**src/rtl/config_pkg.sv**
```systemverilog
// Shared encodings for the configuration frame sequencer: FSM states, bus owner
// codes and descriptor field layout.
package config_pkg;

    localparam int unsigned DataW        = 32;
    localparam int unsigned RowW         = 8;
    localparam int unsigned CountW       = 8;
    localparam int unsigned DescCountLsb = 0;
    localparam int unsigned DescRowLsb   = 8;

    typedef enum logic [1:0] {
        IDLE  = 2'd0,
        DESC  = 2'd1,
        DATA  = 2'd2,
        DRAIN = 2'd3
    } seqStateT;

    typedef logic [1:0] grantT;

    localparam grantT GrantNone = 2'b00;
    localparam grantT GrantUart = 2'b01;
    localparam grantT GrantBb   = 2'b10;

    function automatic logic [RowW-1:0] descRow(input logic [DataW-1:0] word);
        return word[DescRowLsb +: RowW];
    endfunction

    function automatic logic [CountW-1:0] descCount(input logic [DataW-1:0] word);
        return word[DescCountLsb +: CountW];
    endfunction

endpackage

```
**src/rtl/config_word_fifo.sv**
```systemverilog
// Small circular FIFO for frame words; full/empty are registered flags and a push
// into a full FIFO only succeeds when a pop happens in the same cycle.
module config_word_fifo #(
    parameter int unsigned Width = 45,
    parameter int unsigned Depth = 4
) (
    input  logic             CLK,
    input  logic             RESET,
    input  logic             push,
    input  logic             pop,
    input  logic [Width-1:0] wrData,
    output logic [Width-1:0] rdData,
    output logic             full,
    output logic             empty
);
    localparam int unsigned PtrW  = (Depth > 1) ? $clog2(Depth) : 1;
    localparam int unsigned PtrW1 = PtrW + 1;

    logic [Width-1:0] mem [Depth];
    logic [PtrW:0]    wrPtr;
    logic [PtrW:0]    rdPtr;
    logic [PtrW:0]    wrNext;
    logic [PtrW:0]    rdNext;
    logic             doPush;
    logic             doPop;

    assign doPop  = pop && !empty;
    assign doPush = push && (!full || doPop);
    assign rdData = mem[rdPtr[PtrW-1:0]];

    always_comb begin
        wrNext = wrPtr;
        rdNext = rdPtr;
        if (doPush) wrNext = wrPtr + PtrW1'(1);
        if (doPop)  rdNext = rdPtr + PtrW1'(1);
    end

    always_ff @(posedge CLK or posedge RESET) begin
        if (RESET) begin
            wrPtr <= '0;
            rdPtr <= '0;
            empty <= 1'b1;
            full  <= 1'b0;
        end else begin
            wrPtr <= wrNext;
            rdPtr <= rdNext;
            empty <= (wrNext == rdNext);
            full  <= (wrNext[PtrW] != rdNext[PtrW]) &&
                     (wrNext[PtrW-1:0] == rdNext[PtrW-1:0]);
        end
    end

    // Storage needs no reset: the pointers define which entries are valid.
    always_ff @(posedge CLK) begin
        if (doPush) mem[wrPtr[PtrW-1:0]] <= wrData;
    end

endmodule

```
**src/rtl/config_frame_sequencer.sv**
```systemverilog
// Arbitrates between the UART loader and the bitbang port, parses descriptor +
// data words and streams them to the fabric frame-write port through a FIFO.
module config_frame_sequencer
    import config_pkg::*;
#(
    parameter int unsigned MaxFramesPerCol = 20,
    parameter int unsigned FifoDepth       = 4
) (
    input  logic                       CLK,
    input  logic                       RESET,
    input  logic                       UartActive,
    input  logic [DataW-1:0]           UartData,
    input  logic                       UartStrobe,
    input  logic                       BbActive,
    input  logic [DataW-1:0]           BbData,
    input  logic                       BbStrobe,
    input  logic                       FrameReady,
    output logic [DataW-1:0]           FrameData,
    output logic                       FrameStrobe,
    output logic [MaxFramesPerCol-1:0] FrameSelect,
    output logic [RowW-1:0]            RowSelect,
    output logic                       Busy,
    output grantT                      Grant,
    output logic                       Overflow,
    output logic                       ProtoError
);
    localparam int unsigned IdxW    = (MaxFramesPerCol > 1) ? $clog2(MaxFramesPerCol) : 1;
    localparam int unsigned EntryW  = DataW + RowW + IdxW;
    localparam logic [IdxW-1:0] LastIdx = IdxW'(MaxFramesPerCol - 1);

    seqStateT          state;
    logic [CountW-1:0] remaining;
    logic [RowW-1:0]   curRow;
    logic [IdxW-1:0]   frameIdx;

    logic              ownerActive;
    logic              ownerStrobe;
    logic [DataW-1:0]  ownerData;

    logic              pushReq;
    logic              popReq;
    logic              pushOk;
    logic              fifoFull;
    logic              fifoEmpty;
    logic [EntryW-1:0] wrEntry;
    logic [EntryW-1:0] rdEntry;
    logic [DataW-1:0]  headData;
    logic [RowW-1:0]   headRow;
    logic [IdxW-1:0]   headIdx;

    // Only the granted port is visible to the sequencer.
    always_comb begin
        ownerActive = 1'b0;
        ownerStrobe = 1'b0;
        ownerData   = '0;
        case (Grant)
            GrantUart: begin
                ownerActive = UartActive;
                ownerStrobe = UartStrobe;
                ownerData   = UartData;
            end
            GrantBb: begin
                ownerActive = BbActive;
                ownerStrobe = BbStrobe;
                ownerData   = BbData;
            end
            default: ;
        endcase
    end

    assign pushReq = (state == DATA) && ownerActive && ownerStrobe;
    assign popReq  = !fifoEmpty && FrameReady;
    assign pushOk  = pushReq && (!fifoFull || popReq);

    // Row and frame index ride along with each word so later descriptors cannot
    // retarget words that are still buffered.
    assign wrEntry = {ownerData, curRow, frameIdx};
    assign {headData, headRow, headIdx} = rdEntry;

    config_word_fifo #(
        .Width (EntryW),
        .Depth (FifoDepth)
    ) u_fifo (
        .CLK    (CLK),
        .RESET  (RESET),
        .push   (pushReq),
        .pop    (popReq),
        .wrData (wrEntry),
        .rdData (rdEntry),
        .full   (fifoFull),
        .empty  (fifoEmpty)
    );

    always_ff @(posedge CLK or posedge RESET) begin
        if (RESET) begin
            state       <= IDLE;
            remaining   <= '0;
            curRow      <= '0;
            frameIdx    <= '0;
            Grant       <= GrantNone;
            Busy        <= 1'b0;
            Overflow    <= 1'b0;
            ProtoError  <= 1'b0;
            FrameData   <= '0;
            FrameStrobe <= 1'b0;
            FrameSelect <= '0;
            RowSelect   <= '0;
        end else begin
            FrameStrobe <= popReq;
            FrameSelect <= '0;
            if (popReq) begin
                FrameData   <= headData;
                RowSelect   <= headRow;
                FrameSelect <= MaxFramesPerCol'(1) << headIdx;
            end

            if (pushReq && fifoFull && !popReq) Overflow <= 1'b1;
            if (pushOk) frameIdx <= (frameIdx == LastIdx) ? '0 : frameIdx + IdxW'(1);

            case (state)
                IDLE: begin
                    if (UartActive || BbActive) begin
                        Grant      <= UartActive ? GrantUart : GrantBb;
                        state      <= DESC;
                        Busy       <= 1'b1;
                        Overflow   <= 1'b0;
                        ProtoError <= 1'b0;
                    end
                end
                DESC: begin
                    if (!ownerActive) begin
                        state <= DRAIN;
                    end else if (ownerStrobe) begin
                        curRow    <= descRow(ownerData);
                        remaining <= descCount(ownerData);
                        frameIdx  <= '0;
                        if (descCount(ownerData) != '0) state <= DATA;
                    end
                end
                DATA: begin
                    if (!ownerActive) begin
                        state      <= DRAIN;
                        ProtoError <= 1'b1;
                    end else if (ownerStrobe) begin
                        remaining <= remaining - CountW'(1);
                        if (remaining == CountW'(1)) state <= DESC;
                    end
                end
                DRAIN: begin
                    if (fifoEmpty) begin
                        state     <= IDLE;
                        Grant     <= GrantNone;
                        Busy      <= 1'b0;
                        remaining <= '0;
                    end
                end
                default: state <= IDLE;
            endcase
        end
    end

endmodule
```
**config.mk**
```make
export PLATFORM = sky130hd
export DESIGN_NAME = config_frame_sequencer
export DESIGN_NICKNAME = d
export VERILOG_FILES = /design/src/rtl/config_pkg.sv /design/src/rtl/config_word_fifo.sv /design/src/rtl/config_frame_sequencer.sv
export SDC_FILE = /design/constraint.sdc
export NUM_CORES = 1
export LEC_CHECK = 0
export BUFFER_PORTS_ARGS = -buffer_cell sky130_fd_sc_hd__buf_2
export CORE_MARGIN = 5
export CORE_UTILIZATION = 35
export DETAILED_ROUTE_END_ITERATION = 6
export GPL_ROUTABILITY_DRIVEN = 0
export PLACE_DENSITY = 0.5
export SLEW_MARGIN = 10
export SYNTH_ARGS = -nofsm -noshare
export SYNTH_HDL_FRONTEND = slang
export SYNTH_SLANG_ARGS = --single-unit
```
**constraint.sdc**
```tcl
create_clock -name CLK -period 4.7 [get_ports CLK]
set_input_delay 0.705 -clock CLK [delete_from_list [all_inputs] [get_ports CLK]]
set_output_delay 0.705 -clock CLK [all_outputs]
set_load 0.01 [all_outputs]
```
* Yosys cells after proc, flatten, opt, wreduce, memory -nomap -nowiden
Memory sizes are Yosys's and may differ from the RTL's. Cells that the tools add are included.
Cells by class: shifts and indexed selects 1, equal/unequal tests 21, reductions and logical operators 25, mux-type cells 40, add/sub/neg operators 4
Operators by type and width (number):
- 32-bit case mux with 2 select lines | 1
- 8-bit 2-to-1 mux | 5
- 5-bit 2-to-1 mux | 5
- 8-bit case mux with 3 select lines | 1
- 2-bit 2-to-1 mux | 10
- 20-bit 2-to-1 mux | 1
- 1-bit by 5-bit << shifter with 20-bit output (first input constant) | 1
- 2-bit inequality test (second input constant) | 6
- 6-bit AND reduction | 2
- 1-bit logical AND | 9
- 1-bit 2-to-1 mux | 9
- 3-bit inequality test (second input constant) | 3
- 3-bit AND reduction | 3
- 8-bit by 1-bit == test with 1-bit output (second input constant) | 1
- 1-bit case mux with 2 select lines | 4
- 2-bit case mux with 4 select lines | 1
- 8-bit nonzero test | 1
- 8-bit by 1-bit subtractor with 8-bit output (second input constant) | 1
- 3-bit by 1-bit adder with 3-bit output (second input constant) | 2
- 2-bit == test (second input constant) | 3
- 3-bit 2-to-1 mux | 2
- 5-bit by 1-bit adder with 5-bit output (second input constant) | 1
- 5-bit == test (second input constant) | 1
- 2-bit by 1-bit == test with 1-bit output (second input constant) | 2
- other kinds (11) | 16
Storage, ports and cells: word-level logic and storage cells 108, register bits after elaboration 97, input bits 71, bits in writable memories 180, output and inout port bits 66, memories kept 1
Memories:
- u_fifo.mem | words 4, width 45, rd ports 1, clocked after memory_dff 0, wr ports 1, line config_word_fifo.sv:19 | logic [Width-1:0] mem [Depth];

* Logic depth before layout (Yosys ltp)
Gate-level depths: netlist of the first run.
depth in word-level cells 9, gate-level depth with buffers 8, depth with buffers taken out 6

* By module
Synthesis of the first run repeated with hierarchy kept, for this count alone.
Unflattened totals: cells, all modules 745, area total of the unflattened synthesis 11158.2 µm²
Modules (own cells, without submodules):
- config_word_fifo | cells each 282, sequential area each 5606.6 µm², times used 1, area each 7001.7 µm²
- config_frame_sequencer | cells each 463, sequential area each 2227.1 µm², times used 1, area each 4156.5 µm²

* Worst setup path after synthesis of the first run
Ideal clock, no wire load.
path kind reg2reg, start register Grant[1], end memory u_fifo.mem[3][0], enable pin, required time 4.291 ns, stages on the path, launching flop included 7, setup slack 1.664 ns, data arrival time 2.627 ns, period minus slack after synthesis 3.036 ns, cells stage by stage dfrtp_1 > inv_1 > ha_1 > buf_2 > a22oi_2 > a2111oi_4 > and3_1
On the way: cells in the longest elaborated chain, start to end 7, elaborated cells between the ends (all ways) 9
Ends and longest elaborated chain:
- start: declaration | line config_frame_sequencer.sv:23 | output grantT Grant,
- start signal: assignment | line config_frame_sequencer.sv:100 | Grant <= GrantNone;
- start signal: assignment | line config_frame_sequencer.sv:123 | Grant <= UartActive ? GrantUart : GrantBb;
- start signal: assignment | line config_frame_sequencer.sv:152 | Grant <= GrantNone;
- 2-bit == test / 2-bit by 1-bit == test with 1-bit output (equally long branches) | line config_frame_sequencer.sv:56 | case (Grant)
- 1-bit case mux with 2 select lines | line config_frame_sequencer.sv:56
- 1-bit logical AND | line config_frame_sequencer.sv:71 | assign pushReq = (state == DATA) && ownerActive && ownerStrobe;
- 1-bit logical AND (*) | line config_frame_sequencer.sv:71
- 1-bit logical AND (*) | line config_word_fifo.sv:28 | assign doPush = push && (!full || doPop);
- 1-bit 2-to-1 mux (*) | line config_word_fifo.sv:55 | if (doPush) mem[wrPtr[PtrW-1:0]] <= wrData;
- 1-bit 2-to-1 mux (not written as such) (*) | line config_word_fifo.sv:55
- end: declaration | line config_word_fifo.sv:19
Every way passes the cells marked *; elsewhere a longest branch is shown, timed or not.

* Worst setup path after layout of the first run
start register Grant[0], end memory u_fifo.mem[0][29], enable pin
The elaborated chain is that of the path after synthesis.

==> flow_summary.json, run 1 <==
{
  "status": "completed",
  "post-cts-setup-buffer-count": 0,
  "first_global_vias": 6976,
  "synth-adder-area-share_pct": 1.12,
  "irDropWorstVdd_v": 0.000317,
  "wl_um": 25400,
  "min_period_ps": 2850,
  "synth-edff-count": 180,
  "cts_root_buf": "clkbuf_16",
  "crit_path_max_incr_delay_ps": 750,
  "synth_top_cell_by_area": "edfxtp_1",
  "num_antenna_cells": 0,
  "finClkSkew_ps": 7.59,
  "timing.rr.end": "u_fifo.mem[0][29]",
  "synth-compound-area-share_pct": 6.05,
  "grt_pass1_wl_um": 40500,
  "maxSlewViolCount": 0,
  "die_w_um": 189,
  "syn_area_per_cell_um2": 14.9,
  "drive_gt1_share_pct": 28.9,
  "drt-pass1-iter-count": 4,
  "dpl_cell_area_um2": 12400,
  "viasPerCell": 4.95,
  "fin_nets": 973,
  "hold_viol": 0,
  "muxShareOfSynthArea_pct": 10.1,
  "hold_path.class": "input pin to async pin",
  "initial_core_util_pct": 35.4,
  "overflow": 0,
  "dieArea_um2": 35600,
  "yosys-top-cells-area": "edfxtp_1 (48%), dfrtp_1 (21%), mux4_2 (8.9%)",
  "ff2ff_setup_slack_ps": 1850,
  "ys_ff_latch": 277,
  "cts_max_path_buffers": 3,
  "final_cell_mix": "edfxtp_1 (180), nand2_1 (137), buf_2 (136)",
  "core_area_um2": 31600,
  "ant_nets": 0,
  "cp-end-kind": "flop",
  "insertion_delay_ps": 550,
  "numCtsBuffers": 30,
  "cts.sinks": 277,
  "fmax_ghz": 0.351,
  "cts.clk_slew.worst_paths_ps": 60,
  "arrival_ps": 3090,
  "ys_seq_area_share_pct": 70.1,
  "dp_hpwl_um": 16400,
  "rsz0062_at_grt": "false",
  "vias": 6523,
  "fin_crit_sh_pct": 60.6,
  "critPathRequiredTime_ps": 4940,
  "critPathLaunchType": "flop",
  "synth_top_area_share_pct": 48.4,
  "synth_top_family_by_area": "multiplexers",
  "r2r_cells": 6,
  "cts_resized": 0,
  "dieHeight_um": 189,
  "portBuffers": 136,
  "routedWlPerCell_um": 19.3,
  "slew_headroom_pct": 46.5,
  "syn_area_um2": 11200,
  "tns_ps": 0,
  "ys.warnings.count": 0,
  "antenna_found_initial": 0,
  "synth.net_count": 831,
  "drtIter0Drc": 383,
  "p_leak_nw": 5.27,
  "setup_viol": 0,
  "synth.distinct_cells": 55,
  "critPathMaxFanout": 25,
  "ctsHoldBuffers": 0,
  "worst_slew_pin_slew_ps": 802,
  "ys_async_sr_fraction_pct": 35.0,
  "synthXorXnorAreaFrac_pct": 1.06,
  "design_area_um2": 13300,
  "cap_violations": 0,
  "cp_cell_sequence": "inv_1 > ha_2 > a22oi_2 > a2111oi_4 > and3_2 > buf_4",
  "yosys.area_share.simple_pct": 9.66,
  "final_common_cell": "edfxtp_1",
  "power_per_cell_area_nw_per_um2": 526,
  "io_pins": 137,
  "ctsHtreeMaxLevel": 1,
  "synthFlopType": "edfxtp_1",
  "critical_path_class": "flop to flop",
  "final_util_pct": 42.3,
  "slowest_stage": "and3_2",
  "drcViolationCount": 0,
  "rows": 65,
  "cts_tree": "yes",
  "area_growth_pct": 19.3,
  "grt_use_total_pct": 14.3,
  "r2r-start": "Grant[0]",
  "synthCells": 750,
  "grt_max_degree": 62
}
## sequential cells by signal (all words and copies together), names as in the netlist, 2 cells and up
| register | flops |
|---|---|
| u_fifo.mem | 180 |
| FrameData | 32 |
| FrameSelect | 20 |
| RowSelect | 8 |
| curRow | 8 |
| remaining | 8 |
| frameIdx | 5 |
| u_fifo.rdPtr | 3 |
| u_fifo.wrPtr | 3 |
| Grant | 2 |
| state | 2 |
## through the flow
stage	instances	hold WS, ps	power, mW	setup slack [ps]
finish	1318	300	7.01	1850
global route	1318	371	7.45	1660
CTS	1318	334	7.14	1800
global placement	1262	455	4.83	1710
floorplan	750	443	4.25	1460
detailed placement	1262	461	4.84	1680
## worst max path at each step
| stage | start | end | slack [ps] | cells after the start |
|---|---|---|---|---|
| 5_1_grt | Grant[1] | u_fifo.mem[0][29] | 1660 | 6 |
| 3_3_place_gp | UartActive | u_fifo.mem[0][36] | 1710 | 5 |
| 6_report | Grant[0] | u_fifo.mem[0][29] | 1850 | 6 |
| 3_5_place_dp | UartActive | u_fifo.mem[0][36] | 1680 | 5 |
| 4_1_cts | Grant[0] | u_fifo.mem[0][44] | 1800 | 6 |
| 2_1_floorplan | RESET | Busy | 1460 | 1 |
## power breakdown
group	switching (mW)	total (mW)	internal, mW
Sequential	0.276	3.10	2.82
Combinational	0.910	1.64	0.733
Clock	0.916	2.27	1.35
Total	2.10	7.01	4.91
## routing by layer
layer / vias up / wire, um / global-route usage, %
met2: 184 / 11800 / 23.1
met1: 3227 / 11800 / 20.4
li1: 3085 / - / -
met4: 0 / 338 / 2.83
met5: - / 0 / 0
met3: 27 / 1490 / 2.61
## synth_stat cells, drive strengths merged (2+ instances only)
cell	instances
edfxtp	180
nand2	137
dfrtp	96
nor2	61
mux4	45
a22oi	34
clkbuf	21
buf	20
nor3	15
inv	12
a21oi	11
ha	10
mux2	8
o21ai	8
and3	7
nand3	7
o22ai	7
o31ai	7
nand2b	6
xnor2	6
xor2	5
a31oi	4
nor2b	4
or2	4
or3	4
a41oi	2
mux2i	2
nand3b	2
o211ai	2
o311ai	2
o31a	2
o32a	2
or4	2
## critical path, delay by kind of cell, from the launching register on
| kind | cells | cell delay (ps) |
|---|---|---|
| adders and majority gates | 1 | 210 |
| buffers and inverters | 2 | 440 |
| DFF | 1 | 420 |
| and+or+nand+nor | 1 | 750 |
| AOI/OAI and AO/OA | 2 | 720 |
## cell type report
| cell class | instances | area [um^2] |
|---|---|---|
| fill | 2937 | 18200 |
| sequential | 277 | 7840 |
| multi-input combinational | 420 | 3150 |
| clock buffer | 47 | 855 |
| timing repair buffer | 151 | 831 |
| tap | 402 | 503 |
| clock inverter | 9 | 110 |
| inverter | 12 | 47.5 |
## cells by family after synthesis
group / count (synthesis)
AO/OA/AOI/OAI: 90
AND/OR/NAND/NOR: 253
multiplexers: 55
adder cells (fa/ha/maj): 10
flip-flops: 277
XOR/XNOR: 12
buffers and inverters: 53
No activity file was read; power rests on OpenSTA's default activity.
==> run 2: changes to the inputs <==
- clock period: 4.7 -> 2.9 ns (I/O delays scaled with it)
==> flow_summary.json, run 2 (same netlist as run 1, synthesis figures left out) <==
{
  "cts_root_buf": "clkbuf_16",
  "portBuffers": 136,
  "cts.sinks": 277,
  "fin_crit_sh_pct": 80.4,
  "cp-end-kind": "flop",
  "arrival_ps": 2540,
  "cts_tree": "yes",
  "tns_ps": 0,
  "post-cts-setup-buffer-count": 0,
  "slew_headroom_pct": 52.5,
  "largest_reg_flops": 180,
  "numCtsBuffers": 30,
  "grt_pass1_wl_um": 40300,
  "ant_nets": 0,
  "power_per_cell_area_nw_per_um2": 866,
  "p_leak_nw": 5.38,
  "ctsHtreeMaxLevel": 1,
  "rows": 65,
  "grt_max_degree": 50,
  "cts.clk_slew.worst_paths_ps": 60,
  "hold_viol": 0,
  "worst_slew_pin_slew_ps": 712,
  "finClkSkew_ps": 10.2,
  "antenna_found_initial": 0,
  "nFillCells": 2908,
  "critPathLaunchType": "flop",
  "multi_input_area_um2": 3150,
  "fin_nets": 987,
  "cts_max_path_buffers": 3,
  "critPathRequiredTime_ps": 3110,
  "cap_violations": 0,
  "num_antenna_cells": 0,
  "viasPerCell": 4.95,
  "min_period_ps": 2330,
  "drtIter0Drc": 447,
  "dieArea_um2": 35600,
  "grt_use_total_pct": 14.2,
  "io_pins": 137,
  "initial_core_util_pct": 35.4,
  "dp_hpwl_um": 16500,
  "vias": 6598,
  "die_w_um": 189,
  "area_growth_pct": 20.9,
  "critical_path_class": "flop to flop",
  "irDropWorstVdd_v": 0.000583,
  "cts_resized": 0,
  "fmax_ghz": 0.429,
  "drt-pass1-iter-count": 4,
  "routedWlPerCell_um": 19.2,
  "critPathMaxFanout": 22,
  "ff_latch_area_um2": 7840,
  "setup_viol": 0,
  "dieHeight_um": 189,
  "final_common_cell": "edfxtp_1",
  "first_global_vias": 6851,
  "drcViolationCount": 0,
  "drive_gt1_share_pct": 30.4,
  "wl_um": 25600,
  "status": "completed",
  "maxSlewViolCount": 0,
  "insertion_delay_ps": 540,
  "total_power_mw": 11.7,
  "hold_path.class": "input pin to async pin",
  "rsz0062_at_grt": "false",
  "final_cell_mix": "edfxtp_1 (180), nand2_1 (137), buf_2 (136)",
  "overflow": 0,
  "core_area_um2": 31600,
  "ctsHoldBuffers": 0
}
-- run 2: cell count changes in the layout (fill, tap and decap cells not counted), sizes merged --
| cell | before | now |
|---|---|---|
| bufinv | 2 | 4 |
| clkinv | 5 | 7 |
| clkbuf | 47 | 43 |
| buf | 151 | 165 |
-- run 2: worst paths after layout --
path	startpoint	to	slack, ps	depth (start not counted)
min in group CLK	UartActive	Grant[1]	180	2
max reg2reg	Grant[0]	u_fifo.mem[3][16]	570	6
max	Grant[0]	u_fifo.mem[3][16]	570	6
min	RESET	FrameData[16]	100	3
min reg2reg	FrameData[23]	FrameData[23]	470	2
max in group asynchronous	RESET	u_fifo.rdPtr[0]	2240	3
-- run 2: worst max-delay path: stages, from the launching register on --
cell and delay [ps]:
dfrtp_1 420, inv_1 100, ha_2 230, a22oi_2 140, a2111oi_4 480, and3_2 290
buf_4 340
-- run 2: layer usage --
metal / global-route usage [%] / vias to the layer above / wire, um
met5: 0 / - / 0
met4: 3.36 / 0 / 522
met3: 2.50 / 31 / 1330
met2: 23.2 / 163 / 11900
met1: 20.0 / 3291 / 11900
li1: - / 3113 / -
-- run 2: area by class of cell --
class,count,area share [%]
flip-flops and latches,277,58.0
clock inverters,13,1.25
clock buffers,43,6.37
multi-input cells,420,23.3
repair buffers,165,7.02
inverters,12,0.361
well taps,402,3.72
-- run 2: power breakdown --
group / internal, mW / switching [mW]
combinational: 1.24 / 1.61
clock: 2.41 / 1.52
sequential: 4.58 / 0.342
-- run 2: through the flow --
stage | std cells | worst slack (ps) | area, um^2 | util (%) | hold slack, ps
floorplan | 750 | 358 | 11200 | - | 443
global placement | 1276 | 587 | 12500 | 39.6 | 456
detailed placement | 1276 | 572 | 12500 | 39.6 | 462
CTS | 1332 | 560 | 13500 | 42.8 | 112
global route | 1332 | 411 | 13500 | 42.8 | 153
finish | 1332 | 568 | 13500 | 42.8 | 98.5
==> run 3: changes to the inputs <==
- ABC_AREA: default -> 1
- PLACE_DENSITY: 0.5 -> 0.51
- clock period: 2.9 -> 2 ns (I/O delays scaled with it)
==> flow_summary.json, run 3 <==
{
  "status": "completed",
  "cp_common_cell": "nor2_4",
  "cp_cell_sequence": "buf_6 > ha_4 > inv_4 > nand3_4 > nor2_4 > nand2_4 > nor2_4 > buf_12 > clkbuf_16",
  "ys.warnings.count": 0,
  "final_util_pct": 44.1,
  "cts_tree": "yes",
  "synthFlopType": "edfxtp_1",
  "final_common_cell": "nor2_1",
  "fin_nets": 1338,
  "syn_area_um2": 11400,
  "wl_um": 28500,
  "vias": 8028,
  "cts_max_path_buffers": 3,
  "hold_path.class": "input pin to flop",
  "finClkSkew_ps": 16.3,
  "fin_crit_sh_pct": 97.1,
  "p_leak_nw": 5.79,
  "grt_use_total_pct": 15.5,
  "crit_family": "buffers and inverters",
  "tns_ps": 0,
  "portBuffers": 136,
  "synth_top_area_share_pct": 47.5,
  "dieArea_um2": 36200,
  "overflow": 0,
  "synth.net_count": 1155,
  "ys_seq_area_share_pct": 68.9,
  "core_area_um2": 32300,
  "maxSlewViolCount": 0,
  "netlist_top_cells_count": "nor2_1 (252), nand2_1 (188), edfxtp_1 (180)",
  "num_antenna_cells": 0,
  "min_period_ps": 1940,
  "cp.buffers_inverters": 4,
  "synth-compound-area-share_pct": 9.15,
  "fin_cells": 1723,
  "critPathRequiredTime_ps": 2250,
  "critPathMaxFanout": 8,
  "synth.most_common_cell": "nor2_1",
  "initial_core_util_pct": 35.2,
  "cts_root_buf": "clkbuf_16",
  "largest_reg_flops": 180,
  "crit_path_max_incr_delay_ps": 410,
  "synth_top_cell_by_area": "edfxtp_1",
  "antenna_found_initial": 0,
  "hold_viol": 0,
  "drcViolationCount": 0,
  "critPathLaunchType": "flop",
  "dp_hpwl_um": 18800,
  "synth.distinct_cells": 36,
  "setup_viol": 0,
  "ant_nets": 0,
  "io_pins": 137,
  "yosys.area_share.simple_pct": 16.4,
  "synth-adder-area-share_pct": 1.10,
  "ctsHtreeMaxLevel": 1,
  "syn_area_per_cell_um2": 10.6,
  "cts.sinks": 277,
  "synth-edff-count": 180,
  "final_cell_mix": "nor2_1 (246), nand2_1 (186), edfxtp_1 (180)",
  "setup_ws_ps": 57.9,
  "cts.clk_slew.worst_paths_ps": 60,
  "area_growth_pct": 25.0,
  "insertion_delay_ps": 540,
  "cp-end-kind": "flop",
  "routedWlPerCell_um": 16.5,
  "place_inst": 1656,
  "yosys-top-cells-area": "edfxtp_1 (48%), dfrtp_1 (21%), nor2_1 (8.3%)",
  "place_ws_ps": -104,
  "muxShareOfSynthArea_pct": 0,
  "die_w_um": 190,
  "slew_headroom_pct": 60.4,
  "first_global_vias": 8154,
  "drtIter0Drc": 458,
  "power_per_cell_area_nw_per_um2": 1410,
  "synth_top_family_by_area": "simple AND/OR/NAND/NOR gates",
  "rows": 66,
  "synthCells": 1074,
  "worst_slew_pin_slew_ps": 594,
  "critical_path_class": "flop to flop",
  "total_power_mw": 20.0,
  "arrival_ps": 2190,
  "synthXorXnorAreaFrac_pct": 0.462,
  "viasPerCell": 4.66,
  "irDropWorstVdd_v": 0.00126,
  "drt-pass1-iter-count": 5,
  "dieHeight_um": 190,
  "numCtsBuffers": 30,
  "cap_violations": 0,
  "grt_max_degree": 76,
  "grt_pass1_wl_um": 45200,
  "fmax_ghz": 0.515,
  "ys_async_sr_fraction_pct": 35.0,
  "drive_gt1_share_pct": 21.9,
  "ys_ff_latch": 277,
  "slowest_stage": "dfrtp_1"
}
==> run 3: cell types whose count changed after synthesis, sizes merged, moves of 8 or more <==
cell,delta
a22oi,-34
nor2,+194
nor3,-13
a21oi,+20
a31oi,+37
mux4,-45
nand2,+53
inv,+49
mux2,-8
nand3,+15
o21ai,+95
==> run 3: worst min-delay path, delay by kind of cell <==
kind | cells | cell delay, ps
simple gates | 3 | 250
buf+inv | 1 | 100
==> run 3: path summary, 6_finish.rpt <==
kind / cells after the start / endpoint / slack, ps / start
hold reg to reg: 2 / ProtoError / 480 / ProtoError
min in group asynchronous: 4 / FrameSelect[11] / 400 / RESET
max in group asynchronous: 4 / FrameData[0] / 1240 / RESET
setup reg to reg: 9 / u_fifo.mem[1][23] / 60 / Grant[1]
setup / recovery: 9 / u_fifo.mem[1][23] / 60 / Grant[1]
hold / removal: 4 / Overflow / 160 / BbActive
==> run 3: metal layers <==
layer	vias up	track usage, %	routed length [um]
li1	3995	-	-
met5	-	0	0
met2	193	25.2	13100
met3	29	2.42	1490
met1	3811	22.4	13500
met4	0	3.04	408
==> run 3: report_power, final <==
group          leakage [nW]  internal [mW]  switching [mW]
logic                  2.50           2.38            4.45
clock network         0.493           3.31            2.20
registers              2.80           7.11           0.559
total                  5.79           12.8            7.20
==> run 3: repair_timing <==
item / in CTS / in global routing
endpoints found under the setup margin: 194 / 98
buffers inserted: 6 / 2
pin swaps: 3 / 3
gates resized for setup: 11 / 13
hold buffers: 2 / 0
cloned: 1 / 2
endpoints found under the hold margin: 97 / 0
==> run 3: cell type report <==
class | count | area [um^2]
Fill cell | 3055 | 18100
Sequential cell | 277 | 7840
Multi-Input combinational cell | 682 | 3180
Timing Repair Buffer | 204 | 1410
Clock buffer | 36 | 825
Tap cell | 442 | 553
Inverter | 62 | 244
Clock inverter | 20 | 178
==> run 3: cells by family after synthesis <==
logic type,Yosys count
compound gates,190
xor+xnor,6
buf+inv,115
flops,277
simple gates,476
fa+ha+maj,10
==> run 3: through the flow <==
step                hold slack, ps  instance area (um^2)
detailed placement             409                 13000
floorplan                      410                 11400
global placement               417                 13000
finish                         159                 14200
global route                   175                 14200
CTS                            129                 14200
